**config.mk**
```make
export PLATFORM = sky130hd
export DESIGN_NAME = sfq_dff_pulse_monitor_flat
export DESIGN_NICKNAME = d
export VERILOG_FILES = /design/src/rtl/sfq_mon_pkg.sv /design/src/rtl/sfq_dff_pulse_monitor_if.sv /design/src/rtl/sfq_toggle_sync.sv /design/src/rtl/sfq_dff_pulse_monitor.sv /design/src/flat_wrapper.sv
export SDC_FILE = /design/constraint.sdc
export NUM_CORES = 1
export LEC_CHECK = 0
export CORE_MARGIN = 2
export CORE_UTILIZATION = 62
export DETAILED_ROUTE_END_ITERATION = 10
export DONT_BUFFER_PORTS = 1
export GPL_TIMING_DRIVEN = 0
export PLACE_DENSITY = 0.78
export SLEW_MARGIN = 25
export SYNTH_ARGS = -nofsm -noshare
export SYNTH_HDL_FRONTEND = slang
export SYNTH_SLANG_ARGS = --single-unit
```
**constraint.sdc**
```tcl
create_clock -name clk -period 3 [get_ports clk]
set_input_delay 0.3 -clock clk [delete_from_list [all_inputs] [get_ports clk]]
set_output_delay 0.3 -clock clk [all_outputs]
set_load 0.01 [all_outputs]
```
**src/rtl/sfq_mon_pkg.sv**
```systemverilog
// Shared types and defaults for the SFQ DFF pulse monitor.
// Optional feature macro used by the top level: SFQ_MON_STICKY_ERR_EN.
package sfq_mon_pkg;

  // Expected DFF storage state as seen by the monitor.
  typedef enum logic [1:0] {
    EMPTY = 2'd0,
    FULL  = 2'd1,
    READ  = 2'd2
  } mon_state_t;

  // Bit positions of the error flags inside the internal error vector.
  typedef enum int unsigned {
    ERR_UNEXP = 0,
    ERR_MISS  = 1,
    ERR_RACE  = 2
  } err_t;

  localparam int NUM_ERR         = 3;
  localparam int DEF_SYNC_STAGES = 2;
  localparam int DEF_TIMEOUT     = 16;
  localparam int DEF_TMR_W       = 8;
  localparam int DEF_CNT_W       = 16;

endpackage : sfq_mon_pkg

```
**src/rtl/sfq_dff_pulse_monitor_if.sv**
```systemverilog
// Signal bundle between a toggle-encoded RSFQ DFF model and its pulse monitor.
// master: side that drives the toggle lines and observes the results.
// slave : the monitor itself.
interface sfq_dff_pulse_monitor_if #(
  parameter int CNT_W = 16
);

  logic             set_tgl;
  logic             reset_tgl;
  logic             out_tgl;
  logic             set_pls;
  logic             reset_pls;
  logic             out_pls;
  logic             dff_state;
  logic             err_unexp;
  logic             err_miss;
  logic             err_race;
  logic [CNT_W-1:0] read_cnt;
  logic [CNT_W-1:0] err_cnt;

  modport master (
    output set_tgl, reset_tgl, out_tgl,
    input  set_pls, reset_pls, out_pls, dff_state,
    input  err_unexp, err_miss, err_race, read_cnt, err_cnt
  );

  modport slave (
    input  set_tgl, reset_tgl, out_tgl,
    output set_pls, reset_pls, out_pls, dff_state,
    output err_unexp, err_miss, err_race, read_cnt, err_cnt
  );

endinterface : sfq_dff_pulse_monitor_if

```
**src/rtl/sfq_toggle_sync.sv**
```systemverilog
// Brings one asynchronous toggle-encoded line into the clk domain and turns
// each toggle into a registered one-cycle strobe. Toggle-to-strobe latency is
// SYNC_STAGES+1 cycles; toggles closer than two cycles may merge.
module sfq_toggle_sync #(
  parameter int SYNC_STAGES = 2
) (
  input  logic clk,
  input  logic rst,
  input  logic tgl,
  output logic pls
);

  logic [SYNC_STAGES-1:0] sync_q;
  logic                   hist_q;

  // Synchronizer chain, edge-detect history and registered strobe.
  // NOTE: sequential state uses non-blocking assignments so every flop samples
  // the pre-edge value of its neighbour; blocking here would collapse the chain.
  // NOTE: the synchronizer and history are reset to 0 on purpose, so the first
  // post-reset sample that differs from 0 is treated as a pulse.
  always_ff @(posedge clk) begin
    if (rst) begin
      sync_q <= '0;
      hist_q <= 1'b0;
      pls    <= 1'b0;
    end else begin
      sync_q <= {sync_q[SYNC_STAGES-2:0], tgl};
      hist_q <= sync_q[SYNC_STAGES-1];
      pls    <= sync_q[SYNC_STAGES-1] ^ hist_q;
    end
  end

endmodule : sfq_toggle_sync

```
**src/rtl/sfq_dff_pulse_monitor.sv**
```systemverilog
// Receive-side checker for a toggle-encoded RSFQ DFF model.
// Converts set/reset/out toggles into strobes, tracks the expected stored bit,
// checks that a readout pulse follows each clocked-out 1 within TIMEOUT cycles,
// and counts readouts and errors (saturating).
// Build option: define SFQ_MON_STICKY_ERR_EN to make err_* flags hold until rst;
// otherwise each err_* is a one-cycle strobe in the detection cycle.
module sfq_dff_pulse_monitor
  import sfq_mon_pkg::*;
#(
  parameter int SYNC_STAGES = DEF_SYNC_STAGES,
  parameter int TIMEOUT     = DEF_TIMEOUT,
  parameter int TMR_W       = DEF_TMR_W,
  parameter int CNT_W       = DEF_CNT_W
) (
  input logic                    clk,
  input logic                    rst,
  sfq_dff_pulse_monitor_if.slave mon
);

  if (SYNC_STAGES < 2) begin : g_bad_sync
    $error("SYNC_STAGES must be at least 2");
  end
  if (TIMEOUT >= (2 ** TMR_W)) begin : g_bad_tmr
    $error("TIMEOUT must fit in TMR_W bits");
  end

  localparam logic [TMR_W-1:0] TMR_LOAD = TMR_W'(TIMEOUT);
  localparam logic [TMR_W-1:0] TMR_ONE  = TMR_W'(1);
  localparam logic [CNT_W-1:0] CNT_MAX  = '1;

  logic set_pls;
  logic reset_pls;
  logic out_pls;

  sfq_toggle_sync #(.SYNC_STAGES(SYNC_STAGES)) u_sync_set (
    .clk (clk),
    .rst (rst),
    .tgl (mon.set_tgl),
    .pls (set_pls)
  );

  sfq_toggle_sync #(.SYNC_STAGES(SYNC_STAGES)) u_sync_reset (
    .clk (clk),
    .rst (rst),
    .tgl (mon.reset_tgl),
    .pls (reset_pls)
  );

  sfq_toggle_sync #(.SYNC_STAGES(SYNC_STAGES)) u_sync_out (
    .clk (clk),
    .rst (rst),
    .tgl (mon.out_tgl),
    .pls (out_pls)
  );

  mon_state_t         state_q, state_d;
  logic [TMR_W-1:0]   timer_q, timer_d;
  logic               pend_q, pend_d;
  logic [NUM_ERR-1:0] err_det;
  logic               read_inc;
  logic [CNT_W-1:0]   read_cnt_q;
  logic [CNT_W-1:0]   err_cnt_q;
  logic [NUM_ERR-1:0] err_flags;

  // Next-state, timer and error detection for the expected DFF contents.
  // The timer holds the cycles left in the readout window including the
  // current one, so an out strobe up to TIMEOUT cycles after the reset strobe
  // is accepted and err_miss fires in the last cycle of the window.
  // NOTE: every signal driven here gets a default first, so no path can leave
  // one unassigned and infer a latch.
  always_comb begin
    state_d  = state_q;
    timer_d  = timer_q;
    pend_d   = pend_q;
    err_det  = '0;
    read_inc = 1'b0;

    if (set_pls && reset_pls) err_det[ERR_RACE] = 1'b1;
    if (out_pls && (state_q != READ)) err_det[ERR_UNEXP] = 1'b1;

    unique case (state_q)
      EMPTY: begin
        if (set_pls && !reset_pls) state_d = FULL;
      end
      FULL: begin
        if (set_pls && reset_pls) begin
          state_d = EMPTY;
        end else if (reset_pls) begin
          state_d = READ;
          timer_d = TMR_LOAD;
          pend_d  = 1'b0;
        end
      end
      READ: begin
        if (out_pls) begin
          read_inc = 1'b1;
          state_d  = (set_pls || pend_q) ? FULL : EMPTY;
          pend_d   = 1'b0;
          timer_d  = '0;
        end else if (timer_q <= TMR_ONE) begin
          err_det[ERR_MISS] = 1'b1;
          state_d = (set_pls || pend_q) ? FULL : EMPTY;
          pend_d  = 1'b0;
          timer_d = '0;
        end else begin
          timer_d = timer_q - TMR_ONE;
          if (set_pls) pend_d = 1'b1;
        end
      end
      default: begin
        state_d = EMPTY;
        timer_d = '0;
        pend_d  = 1'b0;
      end
    endcase
  end

  // State register, readout timer, pending-set latch and saturating counters.
  always_ff @(posedge clk) begin
    if (rst) begin
      state_q    <= EMPTY;
      timer_q    <= '0;
      pend_q     <= 1'b0;
      read_cnt_q <= '0;
      err_cnt_q  <= '0;
    end else begin
      state_q <= state_d;
      timer_q <= timer_d;
      pend_q  <= pend_d;
      if (read_inc && (read_cnt_q != CNT_MAX)) read_cnt_q <= read_cnt_q + 1'b1;
      if ((|err_det) && (err_cnt_q != CNT_MAX)) err_cnt_q <= err_cnt_q + 1'b1;
    end
  end

`ifdef SFQ_MON_STICKY_ERR_EN
  logic [NUM_ERR-1:0] err_sticky_q;

  // Error flags hold from their first occurrence until rst.
  always_ff @(posedge clk) begin
    if (rst) err_sticky_q <= '0;
    else     err_sticky_q <= err_sticky_q | err_det;
  end

  assign err_flags = rst ? '0 : (err_sticky_q | err_det);
`else
  assign err_flags = rst ? '0 : err_det;
`endif

  assign mon.set_pls   = set_pls;
  assign mon.reset_pls = reset_pls;
  assign mon.out_pls   = out_pls;
  assign mon.dff_state = (state_q == FULL) || ((state_q == READ) && pend_q);
  assign mon.err_unexp = err_flags[ERR_UNEXP];
  assign mon.err_miss  = err_flags[ERR_MISS];
  assign mon.err_race  = err_flags[ERR_RACE];
  assign mon.read_cnt  = read_cnt_q;
  assign mon.err_cnt   = err_cnt_q;

endmodule : sfq_dff_pulse_monitor
```
**src/flat_wrapper.sv**
```systemverilog
// flat-port wrapper written by rule: the top's interface ports become plain ports
module sfq_dff_pulse_monitor_flat import sfq_mon_pkg::*;
#(
  parameter int SYNC_STAGES = DEF_SYNC_STAGES,
  parameter int TIMEOUT     = DEF_TIMEOUT,
  parameter int TMR_W       = DEF_TMR_W,
  parameter int CNT_W       = DEF_CNT_W
)
  (clk, rst, mon_set_tgl, mon_reset_tgl, mon_out_tgl, mon_set_pls, mon_reset_pls, mon_out_pls, mon_dff_state, mon_err_unexp, mon_err_miss, mon_err_race, mon_read_cnt, mon_err_cnt);
  sfq_dff_pulse_monitor_if #(.CNT_W(CNT_W)) mon_i ();
  input logic clk;
  input logic rst;
  input wire logic [$bits(mon_i.set_tgl)-1:0] mon_set_tgl;
  input wire logic [$bits(mon_i.reset_tgl)-1:0] mon_reset_tgl;
  input wire logic [$bits(mon_i.out_tgl)-1:0] mon_out_tgl;
  output wire logic [$bits(mon_i.set_pls)-1:0] mon_set_pls;
  output wire logic [$bits(mon_i.reset_pls)-1:0] mon_reset_pls;
  output wire logic [$bits(mon_i.out_pls)-1:0] mon_out_pls;
  output wire logic [$bits(mon_i.dff_state)-1:0] mon_dff_state;
  output wire logic [$bits(mon_i.err_unexp)-1:0] mon_err_unexp;
  output wire logic [$bits(mon_i.err_miss)-1:0] mon_err_miss;
  output wire logic [$bits(mon_i.err_race)-1:0] mon_err_race;
  output wire logic [$bits(mon_i.read_cnt)-1:0] mon_read_cnt;
  output wire logic [$bits(mon_i.err_cnt)-1:0] mon_err_cnt;
  assign mon_i.set_tgl = mon_set_tgl;
  assign mon_i.reset_tgl = mon_reset_tgl;
  assign mon_i.out_tgl = mon_out_tgl;
  assign mon_set_pls = mon_i.set_pls;
  assign mon_reset_pls = mon_i.reset_pls;
  assign mon_out_pls = mon_i.out_pls;
  assign mon_dff_state = mon_i.dff_state;
  assign mon_err_unexp = mon_i.err_unexp;
  assign mon_err_miss = mon_i.err_miss;
  assign mon_err_race = mon_i.err_race;
  assign mon_read_cnt = mon_i.read_cnt;
  assign mon_err_cnt = mon_i.err_cnt;
  sfq_dff_pulse_monitor #(.SYNC_STAGES(SYNC_STAGES), .TIMEOUT(TIMEOUT), .TMR_W(TMR_W), .CNT_W(CNT_W)) u_core (.clk(clk), .rst(rst), .mon(mon_i));
endmodule
```
# ---- Word level (Yosys, flattened, before mapping)
# Cells that the tools add are included.
dict set report classes {
  div_mod_pow 0
  n_mux 26
  n_reduce_logical 14
  multipliers 0
  addsub 3
  shifts 0
  eq_ne 11
  order_cmp 1
  n_bitwise 4
}
# operator count
set ops {}
lappend ops {{adder 16 x 1 -> 16 bit (second input constant)} 2}
lappend ops {{two-way mux 8 bit} 4}
lappend ops {{!= test 16 bit (second input constant)} 2}
lappend ops {{case mux 8 bit (3 select lines)} 1}
lappend ops {{two-way mux 1 bit} 13}
lappend ops {{two-way mux 2 bit} 5}
lappend ops {{<= comparator 8 x 1 -> 1 bit (second input constant)} 1}
lappend ops {{subtractor 8 x 1 -> 8 bit (second input constant)} 1}
lappend ops {{logical AND 1 bit} 6}
lappend ops {{!= test 2 bit (second input constant)} 3}
lappend ops {{!= test 3 x 2 -> 1 bit (second input constant)} 2}
lappend ops {{case mux 2 bit (3 select lines)} 1}
lappend ops {{AND reduction 3 bit} 2}
lappend ops {{!= test 4 x 3 -> 1 bit (second input constant)} 1}
lappend ops {{AND reduction 4 bit} 1}
lappend ops {{two-way mux 3 bit} 1}
lappend ops {{case mux 1 bit (3 select lines)} 1}
lappend ops {{OR reduction 3 bit} 1}
lappend ops {{XOR 1 bit} 3}
lappend ops {{== test 2 x 1 -> 1 bit (second input constant)} 1}
lappend ops {{== test 2 bit (second input constant)} 1}
lappend ops {{zero test 2 bit} 1}
lappend ops {{logical OR 1 bit} 2}
lappend ops {{!= test 2 x 1 -> 1 bit (second input constant)} 1}
lappend ops {{other kinds (2)} 2}
dict set report totals {
  mem_bits_ro 0
  memories 0
  latchBits 0
  elab_cells 73
  ramBits 0
  out_inout_bits 39
  ff_bits 55
  input_bits 5
}

# ---- Logic depth before layout (Yosys ltp)
dict set report depth {
  ltp_word 6
  depth_mapped 9
}

# ---- Modules after synthesis
# Synthesis repeated with hierarchy kept, for this count alone.
dict set report unflattened {
  hier_cells 302
  hier_area_um2 2612.5
}
# mod cells_per_inst instances seq_area_each_um2 area_each_um2
set by_module_without_submodules {}
lappend by_module_without_submodules {sfq_dff_pulse_monitor 275 1 860.8 2278.4}
lappend by_module_without_submodules {sfq_toggle_sync 9 3 80.1 111.4}

# ---- Worst setup path after synthesis
# Ideal clock, no wire load.
dict set report synth_timing {
  kind {register to register}
  startpoint {register u_core.state_q[0]}
  endpoint {register u_core.err_cnt_q[10], in the netlist u_core.mon.err_cnt[10]}
  arrival_time_ps 2147
  setup_time_ps 132
  stages_incl_launch_ff 10
  synth_period_minus_slack_ps 2279
  slack_ps 721
  path_cell_list {dfxtp_1 > inv_1 > ha_1 > nor2b_1 > or4b_4 > a21o_1 > buf_6 > buf_2 > o31ai_1 > a21oi_1}
}
dict set report synth_via {
  elab_chain_len 5
  word_cells_on_any_way 7
}
# item line_no
set synth_rtl {}
lappend synth_rtl {{from (decl)} sfq_dff_pulse_monitor.sv:56} ;# mon_state_t state_q, state_d;
lappend synth_rtl {{from (signal assigned)} sfq_dff_pulse_monitor.sv:127} ;# state_q <= state_d;
lappend synth_rtl {{!= test 2 bit} sfq_dff_pulse_monitor.sv:79} ;# if (out_pls && (state_q != READ)) err_det[ERR_UNEXP] = 1'b1;
lappend synth_rtl {{logical AND 1 bit} sfq_dff_pulse_monitor.sv:79}
lappend synth_rtl {{two-way mux 1 bit} sfq_dff_pulse_monitor.sv:79}
lappend synth_rtl {{OR reduction 3 bit *} sfq_dff_pulse_monitor.sv:131} ;# if ((|err_det) && (err_cnt_q != CNT_MAX)) err_cnt_q <= err_cnt_q + 1'b1;
lappend synth_rtl {{logical AND 1 bit *} sfq_dff_pulse_monitor.sv:131}
lappend synth_rtl {{to (signal assigned)} sfq_dff_pulse_monitor.sv:131}
lappend synth_rtl {{to (decl)} sfq_dff_pulse_monitor.sv:62} ;# logic [CNT_W-1:0] err_cnt_q;
# Every way passes the cells marked *; elsewhere a longest branch is shown, timed or not.
# A chain may end at the register's enable or synchronous reset.

# ---- Worst setup path after layout
# Same ends and word-level chain as after synthesis.

==> reports/qor.txt <==
sequential fraction of the synthesis area -> 42.1%
initial drt markers -> 107
max_cap viols -> 0
Ports -> 44
Layout area overhead -> 6.46%
asr flop ratio synth -> 0%
setup repair bufs after CTS -> 0
Tmin final -> 2.59 ns
drt total wl -> 5060 µm
multi-input gate area in the final layout -> 1430 µm²
Critical Path RT -> 3.18 ns
Post-synth EDFFs -> 0
met3 Use GR -> 6.49%
ys flop type -> dfxtp_1
via count -> 2125
Reg area -> 1100 µm²
Hold Crit Class -> input pin to flop
final instance area -> 2780 µm²
final hold violation count -> 0
most common cell after layout, fill and taps aside -> dfxtp_1
die extent in x -> 68.9 µm
combinational family with the most area after synthesis -> simple AND/OR/NAND/NOR gates
power per cell area -> 542 nW/µm²
Arrival @ worst endpoint -> 2.78 ns
clock transition at the registers of the reported paths -> 0.09 ns
Initial Util -> 64.9%
crit path max fanout -> 10
drt via density -> 5.92
Yosys top cell by area -> dfxtp_1
ranking of synthesized cells by area -> dfxtp_1, xor2_1, nor2_1, a21oi_1, ha_1
Startpoint Class -> flop
crit end category -> flop
Nets -> 322
gr ovfl total -> 0
most frequent cells in the layout -> dfxtp_1, nor2_1, a21oi_1
fin crit share -> 86.5%
First-pass DRT Iterations -> 4
R2R setup slack -> 0.41 ns
antenna violations before repair -> 0
CTS max path bufs -> 2
Synth Area in Adders -> 3.83%
fmax -> 385 MHz
hold_buf cts -> 0
input/output buffers -> 0
Net Count, Synth -> 315
Core Area -> 4030 µm²
maximum vdd ir drop -> 0.000361 V
largest net degree at the start of global routing -> 17
vias in the first global route -> 1882
Std-Cell Rows -> 23
Max-Slew Margin vs Limit -> 40.9%
Post-Synth Simple-Gate Area -> 27.8%
Cell variety after synth -> 45
Post-Syn Area -> 2610 µm²
Root Buffer -> clkbuf_8
CTS tree -> yes
Final Util -> 69.1%
Routed Antenna Nets -> 0
Vert. Die Dim -> 68.9 µm
area share of the largest cell type after synthesis -> 42.1%
share of cells above drive strength 1 -> 4.53%
Post-CTS Resized -> 0
met2 usage -> 37.3%
DRC violations left -> 0
Final TNS setup -> 0 ns
Worst R2R Path Depth -> 9
GRT Max-Usage Layer -> met2
H-tree levels -> 2
GR met1 Demand/Resource -> 28.4%
final hold slack -> 0.116 ns
Synth Area in Compound Gates -> 14.0%
FF+latch count, synth -> 55
fillcell total -> 344
mux contribution to synthesized area -> 1.15%
syn avg cell area -> 8.65 µm²
first-pass GRT wire length -> 8160 µm
total CTS buffers -> 5
final clock skew -> 0.00853 ns
synth warn -> 0
Mapped Cells -> 302
GRT Util Overall -> 22.9%
hold path depth -> 1
routability cong. -> 0.833
full die area -> 4750 µm²
Pleak -> 0.947 nW
xor/xnor share of the synthesized area -> 8.04%
WS Path Type -> flop to flop
HPWL Detailed -> 3670 µm
WL/cell -> 14.1 µm
final setup fails -> 0
Slew Viols, Final -> 0
post-place instance area -> 2680 µm²
RSZ-0062 raised after global routing -> false
Worst-Margin Slew -> 0.876 ns
Antenna diodes -> 0
status -> completed
clock sinks -> 55
clk_lat worst skew -> 0.31 ns
area by class of cell:
cell class	instances	area share, %
well taps	50	2.25
clock inverters	2	1.35
flip-flops and latches	55	39.6
inverters	9	1.21
clock buffers	5	2.47
multi-input cells	228	51.5
plain buffers	10	1.66
metrics by stage:
stage / power [W] / worst slack [ns] / cells
global route: 0.00157 / 0.232 / 359
global placement: 0.00104 / 0.453 / 352
floorplan: 0.00100 / 0.721 / 302
detailed placement: 0.00105 / 0.434 / 352
CTS: 0.00152 / 0.394 / 359
finish: 0.00151 / 0.405 / 359
synthesized netlist by cell type (2+ instances only):
library cell	instances
nor2b_1	12
dfxtp_1	55
or3_4	2
mux2i_1	3
a21o_1	3
and3_1	4
nor3b_1	2
ha_1	8
nand3_1	13
nand2_1	18
nand4_1	10
o211ai_1	3
o21ai_0	12
xor2_1	18
nor3_1	4
a211oi_1	4
and2_1	3
xnor2_1	6
clkbuf_1	7
o2111ai_1	2
a21oi_1	20
o21ai_1	2
inv_1	9
or4_1	5
or3_1	6
nor4_1	5
o31ai_1	5
and4_1	5
nor2_1	40
state kept, by name (all words and copies together) (netlist names):
register                    cells
u_core.mon.err_cnt             16
u_core.mon.read_cnt            16
u_core.u_sync_out.pls           1
u_core.u_sync_set.pls           1
u_core.u_sync_reset.hist_q      1
u_core.u_sync_out.hist_q        1
u_core.u_sync_out.sync_q        2
u_core.pend_q                   1
u_core.u_sync_reset.sync_q      2
u_core.u_sync_reset.pls         1
u_core.state_q                  2
u_core.u_sync_set.sync_q        2
u_core.timer_q                  8
u_core.u_sync_set.hist_q        1
worst max-delay path, stage by stage, from the launching register on:
cell and delay (ns):
dfxtp_1 0.35, inv_1 0.09, ha_1 0.31, nor2b_1 0.30, or4b_4 0.54, a21o_1 0.24, buf_6 0.16, buf_2 0.18
o31ai_1 0.21, a21oi_1 0.10
kinds of logic (layout without fill, tap and decap cells):
family                     count (synthesis)  in the layout
AOI/OAI and AO/OA                         58             58
DFF                                       55             55
xor gates and xnor gates                  24             24
adders and majority gates                  8              8
buffers and inverters                     19             26
muxes                                      3              3
and+or+nand+nor                          135            135
path summary, 6_finish.rpt:
path / end / from
min: u_core.u_sync_out.sync_q[0] / mon_out_tgl
max reg2reg: u_core.mon.err_cnt[10] / u_core.state_q[0]
max: u_core.mon.err_cnt[10] / u_core.state_q[0]
min reg2reg: u_core.u_sync_out.sync_q[1] / u_core.u_sync_out.sync_q[0]
per-layer routing:
layer / up-vias / wire (µm) / part of all wire [%]
li1: 1094 / - / -
met1: 974 / 2360 / 47
met2: 51 / 2290 / 45
met3: 6 / 338 / 6.7
met4: 0 / 66 / 1.3
met5: - / 0 / 0
where the power goes:
| part | internal, W | switching [W] | leakage [nW] | total (W) |
|---|---|---|---|---|
| sequential | 0.000759 | 0.0000315 | 0.445 | 0.000791 |
| clock | 0.000244 | 0.000232 | 0.0502 | 0.000476 |
| combinational | 0.000101 | 0.000139 | 0.452 | 0.000240 |
No activity file was read; power rests on OpenSTA's default activity.
